File: config.mk
export PLATFORM = sky130hd
export DESIGN_NAME = mem_writeback
export DESIGN_NICKNAME = d
export VERILOG_FILES = /design/src/rtl/mem_writeback.sv
export SDC_FILE = /design/constraint.sdc
export NUM_CORES = 1
export LEC_CHECK = 0
export CORE_AREA = 2 2 133 135
export CTS_BUF_LIST = sky130_fd_sc_hd__clkbuf_8
export CTS_CLUSTER_DIAMETER = 200
export DETAILED_ROUTE_END_ITERATION = 16
export DIE_AREA = 0 0 135 137
export GPL_ROUTABILITY_DRIVEN = 0
export PLACE_DENSITY = 0.83
export SETUP_SLACK_MARGIN = 0.5
export SLEW_MARGIN = 20
export SYNTH_ARGS = -nofsm -noshare
export SYNTH_HDL_FRONTEND = slang
export SYNTH_SLANG_ARGS = --single-unit
export TNS_END_PERCENT = 20
File: constraint.sdc
create_clock -name clk -period 1.8 [get_ports clk]
set_clock_uncertainty 0.1 [all_clocks]
set_input_delay 0.27 -clock clk [delete_from_list [all_inputs] [get_ports clk]]
set_output_delay 0.27 -clock clk [all_outputs]
set_load 0.02 [all_outputs]
File: src/rtl/mem_writeback.sv
// Memory/writeback stage: issues one data-memory access per load/store, extracts
// load data, and registers the writeback value that also feeds forwarding.
module mem_writeback #(
  parameter int ADDR_W = 32
) (
  input  logic              clk,
  input  logic              reset_n,
  input  logic              ex_valid,
  input  logic [31:0]       ex_result,
  input  logic [31:0]       ex_store_data,
  input  logic [2:0]        ex_funct3,
  input  logic              ex_is_load,
  input  logic              ex_is_store,
  input  logic [4:0]        ex_rd,
  input  logic              ex_reg_we,
  output logic              stall,
  output logic              dmem_req,
  output logic              dmem_we,
  output logic [ADDR_W-1:0] dmem_addr,
  output logic [31:0]       dmem_wdata,
  output logic [3:0]        dmem_wmask,
  input  logic              dmem_ready,
  input  logic [31:0]       dmem_rdata,
  output logic [31:0]       wb_data,
  output logic [4:0]        wb_rd,
  output logic              wb_we,
  output logic              misaligned
);

  typedef enum logic {
    S_IDLE   = 1'b0,
    S_ACCESS = 1'b1
  } state_t;

  state_t            r_state;
  logic [ADDR_W-3:0] r_word;
  logic [1:0]        r_lane;
  logic [2:0]        r_funct3;
  logic [31:0]       r_wdata;
  logic [3:0]        r_wmask;
  logic [4:0]        r_rd;
  logic              r_reg_we;
  logic              r_is_store;

  logic [31:0]       r_wb_data;
  logic [4:0]        r_wb_rd;
  logic              r_wb_we;
  logic              r_misaligned;

  // One-deep holding slot for an ALU result accepted on the same edge a load
  // writes back; it drains into the writeback registers on the following edge.
  logic              r_pend_valid;
  logic [31:0]       r_pend_data;
  logic [4:0]        r_pend_rd;
  logic              r_pend_we;

  logic [ADDR_W-1:0] w_addr;
  logic              w_misaligned;
  logic [31:0]       w_st_data;
  logic [3:0]        w_st_mask;
  logic [7:0]        w_ld_byte;
  logic [15:0]       w_ld_half;
  logic [31:0]       w_ld_data;
  logic              w_in_access;
  logic              w_done;
  logic              w_accept;
  logic              w_is_mem;
  logic              w_slot_busy;
  logic              w_alu_we;

  // NOTE: every signal written here gets a default first, so no path can infer a latch.
  always_comb begin
    w_addr       = ADDR_W'(ex_result);
    w_misaligned = 1'b0;
    w_st_data    = ex_store_data;
    w_st_mask    = 4'b1111;
    case (ex_funct3[1:0])
      2'b00: begin
        w_st_data = {4{ex_store_data[7:0]}};
        w_st_mask = 4'b0001 << w_addr[1:0];
      end
      2'b01: begin
        w_misaligned = w_addr[0];
        w_st_data    = {2{ex_store_data[15:0]}};
        w_st_mask    = 4'b0011 << w_addr[1:0];
      end
      2'b10:   w_misaligned = |w_addr[1:0];
      default: ;
    endcase
  end

  always_comb begin
    case (r_lane)
      2'd0:    w_ld_byte = dmem_rdata[7:0];
      2'd1:    w_ld_byte = dmem_rdata[15:8];
      2'd2:    w_ld_byte = dmem_rdata[23:16];
      default: w_ld_byte = dmem_rdata[31:24];
    endcase
    w_ld_half = r_lane[1] ? dmem_rdata[31:16] : dmem_rdata[15:0];
    case (r_funct3)
      3'b000:  w_ld_data = {{24{w_ld_byte[7]}}, w_ld_byte};
      3'b001:  w_ld_data = {{16{w_ld_half[15]}}, w_ld_half};
      3'b100:  w_ld_data = {24'b0, w_ld_byte};
      3'b101:  w_ld_data = {16'b0, w_ld_half};
      default: w_ld_data = dmem_rdata;
    endcase
  end

  assign w_in_access = (r_state == S_ACCESS);
  assign w_done      = w_in_access & dmem_ready;
  assign w_accept    = ex_valid & (~w_in_access | dmem_ready);
  assign w_is_mem    = ex_is_load | ex_is_store;
  assign w_alu_we    = ex_reg_we & (ex_rd != 5'd0);
  assign w_slot_busy = (w_done & ~r_is_store) | (~w_in_access & r_pend_valid);

  // NOTE: sequential state uses non-blocking assignments only; later assignments
  // in this block deliberately override earlier ones (e.g. back-to-back ACCESS).
  always_ff @(posedge clk or negedge reset_n) begin
    if (!reset_n) begin
      r_state      <= S_IDLE;
      r_word       <= '0;
      r_lane       <= 2'b0;
      r_funct3     <= 3'b0;
      r_wdata      <= 32'b0;
      r_wmask      <= 4'b0;
      r_rd         <= 5'b0;
      r_reg_we     <= 1'b0;
      r_is_store   <= 1'b0;
      r_wb_data    <= 32'b0;
      r_wb_rd      <= 5'b0;
      r_wb_we      <= 1'b0;
      r_misaligned <= 1'b0;
      r_pend_valid <= 1'b0;
      r_pend_data  <= 32'b0;
      r_pend_rd    <= 5'b0;
      r_pend_we    <= 1'b0;
    end else begin
      r_wb_we      <= 1'b0;
      r_misaligned <= 1'b0;
      r_pend_valid <= 1'b0;

      if (w_done) begin
        r_state <= S_IDLE;
        if (!r_is_store) begin
          r_wb_data <= w_ld_data;
          r_wb_rd   <= r_rd;
          r_wb_we   <= r_reg_we & (r_rd != 5'd0);
        end
      end

      if (!w_in_access && r_pend_valid) begin
        r_wb_data <= r_pend_data;
        r_wb_rd   <= r_pend_rd;
        r_wb_we   <= r_pend_we;
      end

      if (w_accept) begin
        if (w_is_mem) begin
          if (w_misaligned) begin
            r_misaligned <= 1'b1;
          end else begin
            r_state    <= S_ACCESS;
            r_word     <= w_addr[ADDR_W-1:2];
            r_lane     <= w_addr[1:0];
            r_funct3   <= ex_funct3;
            r_wdata    <= w_st_data;
            r_wmask    <= ex_is_store ? w_st_mask : 4'b0;
            r_rd       <= ex_rd;
            r_reg_we   <= ex_reg_we;
            r_is_store <= ex_is_store;
          end
        end else if (w_slot_busy) begin
          r_pend_valid <= 1'b1;
          r_pend_data  <= ex_result;
          r_pend_rd    <= ex_rd;
          r_pend_we    <= w_alu_we;
        end else begin
          r_wb_data <= ex_result;
          r_wb_rd   <= ex_rd;
          r_wb_we   <= w_alu_we;
        end
      end
    end
  end

  assign stall      = w_in_access & ~dmem_ready;
  assign dmem_req   = w_in_access;
  assign dmem_we    = w_in_access & r_is_store;
  assign dmem_addr  = {r_word, 2'b00};
  assign dmem_wdata = r_wdata;
  assign dmem_wmask = w_in_access ? r_wmask : 4'b0;
  assign wb_data    = r_wb_data;
  assign wb_rd      = r_wb_rd;
  assign wb_we      = r_wb_we;
  assign misaligned = r_misaligned;

endmodule

== After elaboration in Yosys (flattened, before gate mapping) ==
Index checks and enable logic that the tools add are counted.
Widths: inputs -> output; s select.
Storage, ports and cells
  register bits after elaboration: 157
  bits in latches: 0
  RAM bits: 0
  memory bits (read-only): 0
  input bits: 111
  output and inout port bits: 110
  memories kept: 0
Operators by class
  add/sub/neg operators: 0
  multipliers: 0
  divide/modulo/power cells: 0
  $lt $le $gt $ge: 0
  equal/unequal tests: 7
  shift-type cells: 2
  muxes and demuxes: 36
  bitwise operators: 16
  reduce and logical (&&, ||, !) cells: 10
Operator list (number)
  $mux 32: 6
  $pmux 32 s4: 1
  $pmux 32 s2: 1
  $mux 5: 6
  $pmux 8 s3: 1
  $mux 1: 16
  $mux 16: 1
  $reduce_bool 5->1: 2
  $and 1x1->1: 8
  $mux 4: 2
  $pmux 4 s2: 1
  $eq 3x3->1 const B: 2
  $reduce_and 3->1: 2
  $not 1->1: 5
  $eq 2x1->1 const B: 2
  $eq 2x2->1 const B: 2
  $logic_not 2->1: 2
  $shl 1x2->4 const A: 1
  $shl 2x2->4 const A: 1
  $eq 3x1->1 const B: 1
  $logic_not 3->1: 1
  $or 1x1->1: 3
  $pmux 1 s2: 1
  $reduce_or 2->1: 1
  other kinds (2): 2

== Longest topological paths before layout ==
Gate-level depths: netlist of run 1.
  word-level depth: 9
  depth in mapped cells: 9
  gate-level depth less buffers: 6

== Worst setup path after synthesis of run 1 ==
Ideal clock, no wire load.
  path kind: reg2reg
  from: register r_state (netlist: dmem_req)
  to: register r_pend_data[0]
  library setup time: 125 ps
  data arrival time: 1703 ps
  data required time: 1575 ps
  setup slack: -128 ps
  cell stages (with the launch flop): 6
  clock period less this slack: 1928 ps
  cell sequence: dfrtp_1 -> and3b_1 -> buf_4 -> o2111ai_1 -> buf_2 -> mux2_2
On the way
  longest elaborated chain between the ends: 4
  elaborated cells between the ends (all ways): 8
  classes of those cells: 7 x bitwise; 1 x reduce/logical
RTL lines
  from (decl): line 35  | state_t r_state;
  from (signal assigned): line 120  | r_state <= S_IDLE;
  from (signal assigned): line 143  | r_state <= S_IDLE;
  from (signal assigned): line 162  | r_state <= S_ACCESS;
  $and 1x1->1 or $not 1->1 (tied branches): line 110, 111, 114
  $and 1x1->1 or $or 1x1->1 (tied branches): line 114, 111
  $or 1x1->1 or $and 1x1->1 (tied branches): line 114, 111
  $reduce_and 3->1 (no line) *
  to (signal assigned): line 174  | r_pend_data <= ex_result;
  to (decl): line 53  | logic [31:0] r_pend_data;
Every way passes the cells marked *; elsewhere a longest branch is shown, timed or not.
A chain may end at the register's enable or synchronous reset.

== Final worst setup path of run 1 ==
  from: register r_state (netlist: dmem_req)
  to: register r_rd[4]
On the way
  longest elaborated chain between the ends: 4
RTL lines
  $not 1->1: line 111  | assign w_accept = ex_valid & (~w_in_access | dmem_ready);
  $or 1x1->1: line 111
  $and 1x1->1: line 111
  $reduce_and 3->1 (no line)
  to (signal assigned): line 168  | r_rd <= ex_rd;
  to (decl): line 41  | logic [4:0] r_rd;
No other way between the ends.

==> impl_results.md, run 1 <==
* Crit path capture type: flop
* Arrival time at the worst endpoint at 2.13 ns
* Synthesized-area fraction occupied by ao, oa, aoi and oai cells at 0.1425
* Peak VDD IR at 0.7754 mV
* Category of cells accounting for the largest share of critical-path delay: simple AND/OR/NAND/NOR gates
* Final wirelength at 26.04 mm
* Final setup viols at 78
* Dominant cell type by area after synthesis: sky130_fd_sc_hd__dfrtp_1
* Gate count of the mapped netlist at 651
* Clock slew seen by the registers of the worst setup and hold paths at around 0.080 ns
* Detailed-route vias per instance at 5.763
* Total die area at 0.01850 sq mm
* Outcome: finished, violations left
* Portion of synthesized cell area occupied by the leading cell type at 0.5174
* DRT antenna net count at 0
* Unique masters post-synth at 46
* Biggest fanout along the worst timing path at 6
* Worst hold slack across all endpoints at approximately 0.11 ns
* Category of the worst setup path launch point: flop
* Largest cells by area after synthesis: sky130_fd_sc_hd__dfrtp_1, sky130_fd_sc_hd__mux2_2, sky130_fd_sc_hd__a22oi_1
* Area growth, synth to finish at 56.02%
* Post-synth design cell area at 0.007594 sq mm
* Pleak at 0.005322 uW
* Largest family of logic cells by synthesized area: multiplexers
* Post-synthesis mux area share at 0.1989
* Achievable frequency at 534.0 MHz
* Cell row count at 48
* Number of enable flip-flop cells after synthesis at 0
* Count of yosys warnings during synthesis at 0
* Maximum count of clock buffers along a single path at 2
* Total Nets Final at between 1000 and 1500
* Min Tclk post-route at 1.873 ns
* Power Dens Cells at 1135 mW/mm^2
* Required time at the worst-slack endpoint at between 2 and 2.5 ns
* Final Max Tran Viols at 0
* Synth Area in Adders at 0.004943
* Worst Hold Class: input pin to flop
* Proportion of synthesized chip area in sequential cells at 0.5174
* Mean post-synth cell area at 11.66 sq um
* Clock tree from TritonCTS: yes
* Master cell of the clock root buffer: sky130_fd_sc_hd__clkbuf_8
* Total grt overflow at 0
* Simple-gate portion of the synthesized area at 0.09227
* Pin count of the biggest net entering global routing at 45
* Diodes inserted at 0
* 1st-pass router iterations at 5
* Count of buffering cells on the critical path with inverters included at 3
* Clock latency on the worst-skew pair at 0.47 ns
* Inserted Clock Buffers at 17
* Residual DRC at 0
* Via count of the first global-routing pass at around 7000
* Die outline width at 135 um
* Hpwl dp at 16.85 mm
* Fraction of synthesized cell area in xor and xnor cells at 0
* Initial core utilization at 0.4452
* Tcrit/Tclk final at 1.040
* Routed length per instance at 22.37 um
* Die Y at 137 um
* Sequence of cells on the critical path: nand2b_1, nand3b_1, nor2b_4, buf_6, buf_8, clkbuf_16, mux2_2
* Max_cap viols at 0
* Port buffer count at 218
* First-pass GRT wire length at between 30 and 40 mm
* Predominant post-synthesis flop cell: sky130_fd_sc_hd__dfrtp_1
* Overall routing resource usage at 0.2729
* Crit Path Category: flop to flop
* Via count at about 6700
* Post-synth ARST share at 1.000
* Violation count after the first detailed-routing iteration at 593
* CP max-delay cell: sky130_fd_sc_hd__dfrtp_2
* Number of inserted filler cells in the final layout at 1215
* Setup slack of the critical path after layout at -0.07267 ns
* Setup repair after global routing missed its margin: true
* Proportion of layout cells with a drive suffix above 1 at 0.4249
* Total I/O pin count at ~220
* Critical Path Max Stage Delay at 0.43 ns
* Post-synthesis sequential element count at 157
* H-tree depth at 4
* Initial antenna violation count at 0
* Core footprint at 0.01706 sq mm
* Final Hold Vio Count at 0
* Failing checks: negative setup slack
* Sink Count at approximately 160
* Dpl cell area at between 0.01 and 0.015 sq mm
* Final cell area excluding filler cells at around 0.012 sq mm
cell families (layout without fill, tap and decap cells):
| family | Yosys count | count (layout) |
|---|---|---|
| mux | 135 | 135 |
| fa+ha+maj | 3 | 3 |
| simple gates | 137 | 137 |
| other cells | 1 | 2 |
| buf+inv | 66 | 353 |
| compound gates | 152 | 152 |
| flops | 157 | 157 |
registers in the layout, summed over array words and instances, names as in the netlist:
register,count
wb_data,32
r_word,30
wb_rd,5
r_rd,5
dmem_req,1
r_pend_valid,1
wb_we,1
dmem_wdata,32
r_funct3,3
r_wmask,4
r_is_store,1
misaligned,1
r_reg_we,1
r_pend_rd,5
r_lane,2
r_pend_data,32
r_pend_we,1
metrics by stage:
stage               power, uW  setup slack [ns]  utilization  TNS [ns]  cells
floorplan                7552          -0.03517            -    -1.217    652
global placement         9894           -0.5948       0.6150    -66.24   1111
detailed placement      10060           -0.6616       0.6150    -73.02   1111
CTS                     12980          -0.05981       0.6666    -1.257   1158
global route            14020           -0.1054       0.6946    -6.485   1164
finish                  13450          -0.07267       0.6946    -2.477   1164
worst reg2reg max path: cells and delay by family, from the launching register on:
family	cells	cell delay, ns
AND/OR/NAND/NOR	3	0.50
flip-flops	1	0.43
buffers and inverters	3	0.39
multiplexers	1	0.33
synth_stat cells, drive strengths merged, types with 2 or more instances:
library cell / n
a21boi: 8
a21oi: 3
a221o: 8
a22o: 9
a22oi: 30
a31oi: 29
and2: 6
buf: 32
clkbuf: 25
dfrtp: 157
ha: 3
inv: 9
mux2: 118
mux2i: 17
nand2: 45
nand2b: 11
nand3: 2
nand3b: 9
nor2: 11
nor2b: 12
nor3: 33
o2111ai: 2
o21a: 9
o21ai: 35
o221ai: 8
o32a: 8
or2: 2
placed cells by master (no fill, tap or decap), types with 10 or more instances in the layout:
master	count
sky130_fd_sc_hd__mux2i_1	15
sky130_fd_sc_hd__buf_6	120
sky130_fd_sc_hd__buf_12	14
sky130_fd_sc_hd__nand2b_1	10
sky130_fd_sc_hd__a22oi_1	25
sky130_fd_sc_hd__o21ai_0	20
sky130_fd_sc_hd__nor3_1	23
sky130_fd_sc_hd__clkdlybuf4s50_1	106
sky130_fd_sc_hd__a31oi_1	24
sky130_fd_sc_hd__nor2b_1	11
sky130_fd_sc_hd__clkbuf_8	18
sky130_fd_sc_hd__buf_4	56
sky130_fd_sc_hd__nand2_1	43
sky130_fd_sc_hd__dfrtp_1	154
sky130_fd_sc_hd__mux2_2	45
sky130_fd_sc_hd__mux2_4	70
sky130_fd_sc_hd__o21ai_1	11
metal layers:
layer | part of all wire | vias up | track usage
li1 | - | 2945 | -
met1 | 0.40 | 3380 | 0.3428
met2 | 0.50 | 319 | 0.4538
met3 | 0.070 | 64 | 0.07741
met4 | 0.029 | 0 | 0.09491
met5 | 0 | - | 0
what timing repair did:
action / in CTS / in global routing
resized for setup: 637 / 175
hold buffers: 1 / 0
pin swaps: 7 / 30
buffers inserted: 10 / 3
setup endpoints to repair: 264 / 264
endpoints found under the hold margin: 69 / 0
cloned: 5 / 3
final timing paths:
path,from,to,slack (ns),depth (start not counted)
setup reg to reg,dmem_req,r_rd[4],-0.07,7
setup / recovery,dmem_req,r_rd[4],-0.07,7
hold / removal,ex_funct3[1],r_funct3[1],0.11,3
min in group asynchronous,reset_n,dmem_wdata[22],0.19,2
hold reg to reg,r_pend_we,r_pend_we,0.40,2
max in group asynchronous,reset_n,dmem_wdata[4],0.77,3
where the power goes:
group / total, uW / switching, uW / internal [uW]
Clock: 2470 / 1370 / 1100
Combinational: 5660 / 2500 / 3160
Sequential: 5320 / 789 / 4530
cell type report:
class                           count  area, sq um  area share
Tap cell                          225        281.5     0.02376
Multi-Input combinational cell    429         3812      0.3218
Timing Repair Buffer              313         3437      0.2901
Clock buffer                       18        247.7     0.02091
Sequential cell                   157         3933      0.3319
Inverter                            9        33.78    0.002851
Clock inverter                     13        102.6    0.008660
(Power assumes the default switching activity.)
==> run 2, diff against run 1 <==
Settings changed: ABC_AREA set to 1, DONT_BUFFER_PORTS set to 1, PLACE_DENSITY 0.83 to 0.65.
==> run 2 against run 1 <==
Against the previous run: the flow finishes with violations (negative hold slack); non-clock buffer count shrank 190; global-route usage shrank 2.3 points; sequential share of layout area grew 7.7 points; critical path type is now input pin to flop; critical endpoint is now r_word[29].
==> impl_results.md, run 2 <==
* Die Y at 137 um (unchanged)
* Total I/O pin count at 221 (unchanged)
* Gate count of the mapped netlist at 968 (+49%)
* Post-synth ARST share at 1.000 (unchanged)
* Die outline width at 135 um (unchanged)
* DRT antenna net count at 0 (unchanged)
* Required time at the worst-slack endpoint at 2.06 ns (about the same)
* Worst Hold Class: input pin to asynchronous set/reset pin
* Fin util at 0.5639 (-0.1307)
* Final Power at 11180 uW (-17%)
* 1st-pass router iterations at 5 (unchanged)
* Max_cap viols at 0 (unchanged)
* Routed length per instance at 18.63 um (-17%)
* Crit path capture type: flop
* Count of yosys warnings during synthesis at 0 (unchanged)
* Predominant post-synthesis flop cell: sky130_fd_sc_hd__dfrtp_1
* Proportion of synthesized chip area in sequential cells at 0.5173 (about the same)
* Via count at 6880 (+2.6%)
* Clock tree from TritonCTS: yes
* Initial antenna violation count at 0 (unchanged)
* Transition time of the tightest slew-check pin at roughly 0.51 ns
* Via count of the first global-routing pass at 6701 (-4.0%)
* Portion of synthesized cell area occupied by the leading cell type at 0.5173 (about the same)
* Pleak at 0.004629 uW (-13%)
* Post-synthesis sequential element count at 157 (unchanged)
* Inserted Clock Buffers at 17 (unchanged)
* Hpwl dp at 14.66 mm (-13%)
* Post-synth design cell area at 0.007595 sq mm (about the same)
* Failing checks: negative hold slack
* H-tree depth at 4 (unchanged)
* Biggest fanout along the worst timing path at 40 (+34)
* Clock latency on the worst-skew pair at 0.45 ns (-0.02 ns)
* Number of enable flip-flop cells after synthesis at 0 (unchanged)
* Total Nets Final at 1167 (+12%)
* Setup repair after global routing missed its margin: true
* Leading cell type by number of instances after synthesis: sky130_fd_sc_hd__nand2_1
* Detailed-route vias per instance at 5.329 (-7.5%)
* First-pass GRT wire length at 35.96 mm (-6.4%)
* Initial core utilization at 0.4453 (about the same)
* Largest cells by area after synthesis: sky130_fd_sc_hd__dfrtp_1, sky130_fd_sc_hd__nand2_1, sky130_fd_sc_hd__a21oi_1
* Area growth, synth to finish at 26.64%
* Master cell of the clock root buffer: sky130_fd_sc_hd__clkbuf_8
* Total grt overflow at 0 (unchanged)
* Outcome: finished, violations left
* Maximum count of clock buffers along a single path at 2 (unchanged)
* Cell row count at 48 (unchanged)
* Arrival time at the worst endpoint at 1.90 ns (-0.23 ns)
* Commonest cells after routing, fill and taps aside: sky130_fd_sc_hd__nand2_1, sky130_fd_sc_hd__dfrtp_1, sky130_fd_sc_hd__a21oi_1
* Final wirelength at 24.05 mm (-7.6%)
* Overall routing resource usage at 0.2494 (-0.02344)
* Most frequent standard cell in the layout excluding fill and tap cells: sky130_fd_sc_hd__nand2_1
* Pin count of the biggest net entering global routing at 158 (+250%)
* Total die area at 0.01850 sq mm (unchanged)
* Diodes inserted at 0 (unchanged)
* Achievable frequency at 610.1 MHz (+14%)
* Mean post-synth cell area at 7.846 sq um (-33%)
* Worst hold slack across all endpoints at -0.5906 ns (-0.7053 ns)
* Tcrit/Tclk final at 0.9105 (-0.1298)
* Crit Path Category: input pin to flop
* Violation count after the first detailed-routing iteration at 513 (-13%)
* Proportion of layout cells with a drive suffix above 1 at 0.1201 (-0.3048)
* Final Hold Vio Count at 160 (+160)
* Final setup viols at 0 (-100%)
* Dominant cell type by area after synthesis: sky130_fd_sc_hd__dfrtp_1
* Slew Limit Headroom at 0.6620
* Sink Count at 157 (unchanged)
* Final Max Tran Viols at 0 (unchanged)
* Min Tclk post-route at 1.639 ns (-0.2337 ns)
* Core footprint at 0.01706 sq mm (unchanged)
* Peak VDD IR at 0.5239 mV (-32%)
* Unique masters post-synth at 32 (-30%)
* List of most frequent post-synthesis cells: sky130_fd_sc_hd__nand2_1, sky130_fd_sc_hd__dfrtp_1, sky130_fd_sc_hd__a21oi_1, sky130_fd_sc_hd__nor2_1, sky130_fd_sc_hd__o21ai_0
* Residual DRC at 0 (unchanged)
* Category of the worst setup path launch point: input pin
* Final-layout setup total negative slack at 0 ns (+2.477 ns)
* Clock slew seen by the registers of the worst setup and hold paths at 0.09 ns (about the same)
* Port buffer count at 0 (-100%)
* Power Dens Cells at 1163 mW/mm^2 (+2.4%)
## run 2: area by class of cell
cell class / count / area, sq um
clock buffers: 17 / 234.0
clock inverters: 15 / 151.4
fillers: 1585 / 7438
inverters: 86 / 351.6
multi-input cells: 668 / 3191
flip-flops and latches: 157 / 3934
well taps: 225 / 281.5
repair buffers: 123 / 1475
## run 2: worst paths after layout
path / startpoint / end / slack [ns] / depth (start not counted)
worst max-delay path: ex_result[1] / r_word[29] / 0.16 / 7
worst min-delay path: reset_n / r_word[3] / -0.59 / 0
worst max register to register: dmem_req / wb_data[5] / 0.19 / 9
worst min register to register: r_reg_we / r_reg_we / 0.39 / 2
max in group asynchronous: reset_n / r_funct3[1] / 1.97 / 0
min in group clk: ex_valid / misaligned / -0.11 / 2
## run 2: cells by family after synthesis
family,after synthesis,share of synthesized area
other cells,1,0.0004938
compound gates,270,0.1815
simple gates,392,0.2102
flops,157,0.5173
buf+inv,145,0.08550
fa+ha+maj,3,0.004943
## run 2: per-stage QoR
step	instance area, sq um	setup slack (ns)	cells	hold WS (ns)
2_1_floorplan	7702	0.2166	969	-0.1256
3_3_place_gp	7851	0.1216	1159	-0.1186
3_5_place_dp	7851	0.06968	1159	-0.1198
4_1_cts	9349	0.2059	1281	-0.6248
5_1_grt	9618	0.1014	1291	-0.6285
6_report	9618	0.1610	1291	-0.5906
## run 2: timing repair
| action | in CTS | in global routing |
|---|---|---|
| gates resized for setup | 53 | 28 |
| pin swaps | 6 | 2 |
| setup buffers | 5 | 0 |
| setup endpoints to repair | 263 | 263 |
| hold endpoints to repair | 314 | 166 |
| cloned | 4 | 8 |
| hold buffers | 81 | 2 |
## run 2: layer usage
layer	track usage	vias up	wire (um)
met5	0	-	0
met3	0.07111	50	2008
li1	-	3302	-
met4	0.08449	0	663
met2	0.4038	295	11330
met1	0.3230	3233	10060
## run 2: critical path, cell delays in order
cell and delay (ns):
sky130_fd_sc_hd__dlygate4sd3_1 0.67, sky130_fd_sc_hd__nor2_1 0.10, sky130_fd_sc_hd__nand3b_1 0.24, sky130_fd_sc_hd__nand2_4 0.21, sky130_fd_sc_hd__buf_12 0.21, sky130_fd_sc_hd__nand2_1 0.08, sky130_fd_sc_hd__o21ai_0 0.10
## run 2: report_power, final
part	internal, uW	switching (uW)
registers	4480	1540
logic	1120	1410
clock network	1140	1500
==> run 3, diff against run 2 <==
Settings changed: CTS_BUF_LIST sky130_fd_sc_hd__clkbuf_8 to sky130_fd_sc_hd__clkbuf_2, REMOVE_ABC_BUFFERS set to 1.
==> run 3 against run 2 <==
Against the previous run: the run ends with negative hold slack, negative setup slack left; design area is 4.0% higher; wire length is 2.5% higher; via count is 4.2% higher; critical path type is now flop to flop; highest routed layer unchanged.
==> impl_results.md, run 3 (synthesis gave the netlist of run 2 again) <==
* Achievable frequency at 525.9 MHz (-14%)
* Clock latency on the worst-skew pair at 0.75 ns (+0.30 ns)
* Violation count after the first detailed-routing iteration at 521 (+1.6%)
* Min Tclk post-route at 1.902 ns (+0.2626 ns)
* Final Max Tran Viols at 0 (unchanged)
* Arrival time at the worst endpoint at 2.42 ns (+0.52 ns)
* Commonest cells after routing, fill and taps aside: sky130_fd_sc_hd__nand2_1, sky130_fd_sc_hd__dfrtp_1, sky130_fd_sc_hd__dlygate4sd3_1
* Initial core utilization at 0.4453 (unchanged)
* Clock network fraction of total power at 0.171 (-0.065)
* Sink Count at 157 (unchanged)
* Total Nets Final at 1221 (+4.6%)
* Inserted Clock Buffers at 17 (unchanged)
* Total die area at 0.01850 sq mm (unchanged)
* Relative contribution of sequential cells to total power at 0.581 (+0.043)
* Via count at 7171 (+4.2%)
* Detailed-route vias per instance at 5.324 (-0.10%)
* Number of inserted filler cells in the final layout at 1493 (-5.8%)
* Worst setup path startpoint: dmem_req
* H-tree depth at 4 (unchanged)
* Pleak at 0.004780 uW (+3.3%)
* Final Power at 10430 uW (-6.7%)
* Total met2 wirelength after detailed routing at 12.00 mm (+6.0%)
* Core footprint at 0.01706 sq mm (unchanged)
* Hpwl dp at 14.87 mm (+1.4%)
* 1st-pass router iterations at 6 (+1)
* Max_cap viols at 0 (unchanged)
* Final cell area excluding filler cells at 0.01000 sq mm (+4.0%)
* First-pass GRT wire length at 36.54 mm (+1.6%)
* Most frequent standard cell in the layout excluding fill and tap cells: sky130_fd_sc_hd__nand2_1
* Overall routing resource usage at 0.2522 (+0.002789)
* Internal power summed over all cells at 6163 uW (-8.5%)
* Die Y at 137 um (unchanged)
* Setup repair after global routing missed its margin: true
* Comb power frac at 0.248 (+0.022)
* Outcome: finished, violations left
* Maximum count of clock buffers along a single path at 2 (unchanged)
* Clock tree from TritonCTS: yes
* Required time at the worst-slack endpoint at 2.32 ns (+0.26 ns)
* Peak VDD IR at 0.5326 mV (+1.7%)
* Clock slew seen by the registers of the worst setup and hold paths at 0.25 ns (+0.16 ns)
* Dpl cell area at 0.007919 sq mm (+0.86%)
* Master cell of the clock root buffer: sky130_fd_sc_hd__clkbuf_2
* DRT antenna net count at 0 (unchanged)
* Detailed-routed wire length on met3 at 2.217 mm (+10%)
* Via count of the first global-routing pass at 7112 (+6.1%)
* Worst hold slack across all endpoints at -0.9283 ns (-0.3377 ns)
* Power Dens Cells at 1043 mW/mm^2 (-10%)
* Die outline width at 135 um (unchanged)
* Initial antenna violation count at 3 (+3)
* Cell row count at 48 (unchanged)
* Final wirelength at 24.66 mm (+2.5%)
* Proportion of layout cells with a drive suffix above 1 at 0.1510 (+0.03095)
* Residual DRC at 0 (unchanged)
* Tcrit/Tclk final at 1.056 (+0.1459)
* Worst Hold Class: input pin to asynchronous set/reset pin
* Failing checks: negative hold slack, negative setup slack
* Crit Path Category: flop to flop
* Switching Fraction at 0.4092 (+0.01156)
* Switching component of the power at 4269 uW (-4.0%)
* Dpl ws at 0.03601 ns (-0.03367 ns)
* WL met1 at 9.988 mm (-0.67%)
* Final setup viols at 53 (+53)
* Biggest fanout along the worst timing path at 19 (-53%)
* Setup slack of the critical path after layout at -0.1016 ns (-0.2626 ns)
* Total I/O pin count at 221 (unchanged)
* Total grt overflow at 0 (unchanged)
* Pin count of the biggest net entering global routing at 158 (unchanged)
* Worst flop-to-flop path startpoint: dmem_req
* Routed length per instance at 18.31 um (-1.7%)
* Final Hold Vio Count at 160 (unchanged)
* Port buffer count at 0 (unchanged)
* Area growth, synth to finish at 31.71%
* Highest routed layer: met4
* Crit path capture type: flop
* Category of the worst setup path launch point: flop
## run 3: worst max-delay path: stages, from the launching register on
cell	delay, ns
sky130_fd_sc_hd__dfrtp_2	0.50
sky130_fd_sc_hd__buf_4	0.16
sky130_fd_sc_hd__buf_4	0.13
sky130_fd_sc_hd__nor2_4	0.19
sky130_fd_sc_hd__nor2_8	0.07
sky130_fd_sc_hd__buf_4	0.14
sky130_fd_sc_hd__nor2_4	0.12
sky130_fd_sc_hd__inv_6	0.09
sky130_fd_sc_hd__buf_12	0.16
sky130_fd_sc_hd__nand2_1	0.06
sky130_fd_sc_hd__o21ai_1	0.06
## run 3: worst paths after layout
path / to / slack (ns) / cells past startpoint
worst max-delay path: r_pend_data[15] / -0.10 / 10
worst min-delay path: r_word[4] / -0.93 / 0
worst max register to register: r_pend_data[15] / -0.10 / 10
worst min register to register: r_pend_rd[0] / 0.42 / 2
max in group asynchronous: r_pend_data[15] / 2.13 / 0
min in group clk: misaligned / -0.12 / 3
## run 3: timing repair
action,in CTS,in global routing
hold buffers,113,3
endpoints found under the setup margin,263,264
cloned,7,7
setup buffers,14,2
endpoints found under the hold margin,314,166
resized for setup,72,32
pin swaps,6,11
## run 3: routing by layer
metal	track usage	up-vias
met2	0.4295	303
li1	-	3412
met1	0.3115	3421
met4	0.07407	0
met3	0.07444	35
met5	0	-
## run 3: power groups by stage
| stage | Combinational [uW] | Clock [uW] | Sequential (uW) |
|---|---|---|---|
| 5_1_grt | 2930 | 2000 | 6180 |
| 3_5_place_dp | 2080 | 0 | 6080 |
| 6_report | 2580 | 1790 | 6060 |
| 4_1_cts | 2450 | 1830 | 6040 |
| 3_3_place_gp | 2020 | 0 | 6060 |
| 2_1_floorplan | 1520 | 0 | 5860 |
## run 3: cell type report
type,count,area (sq um),area share
multi-input cells,667,3100,0.3099
inverters,86,344.1,0.03440
clock buffers,20,100.1,0.01001
diodes,3,7.507,0.0007505
flip-flops and latches,157,3974,0.3972
clock inverters,11,97.59,0.009756
well taps,225,281.5,0.02814
repair buffers,178,2098,0.2098
## run 3: metrics by stage
step	std cells	setup TNS, ns	utilization	hold WS (ns)
2_1_floorplan	910	-109.51	-	-0.1256
3_3_place_gp	1168	0	0.4643	-0.1217
3_5_place_dp	1168	0	0.4643	-0.1216
4_1_cts	1333	-1.446	0.5712	-0.9980
5_1_grt	1346	-8.734	0.5863	-1.036
6_report	1347	-3.235	0.5865	-0.9283
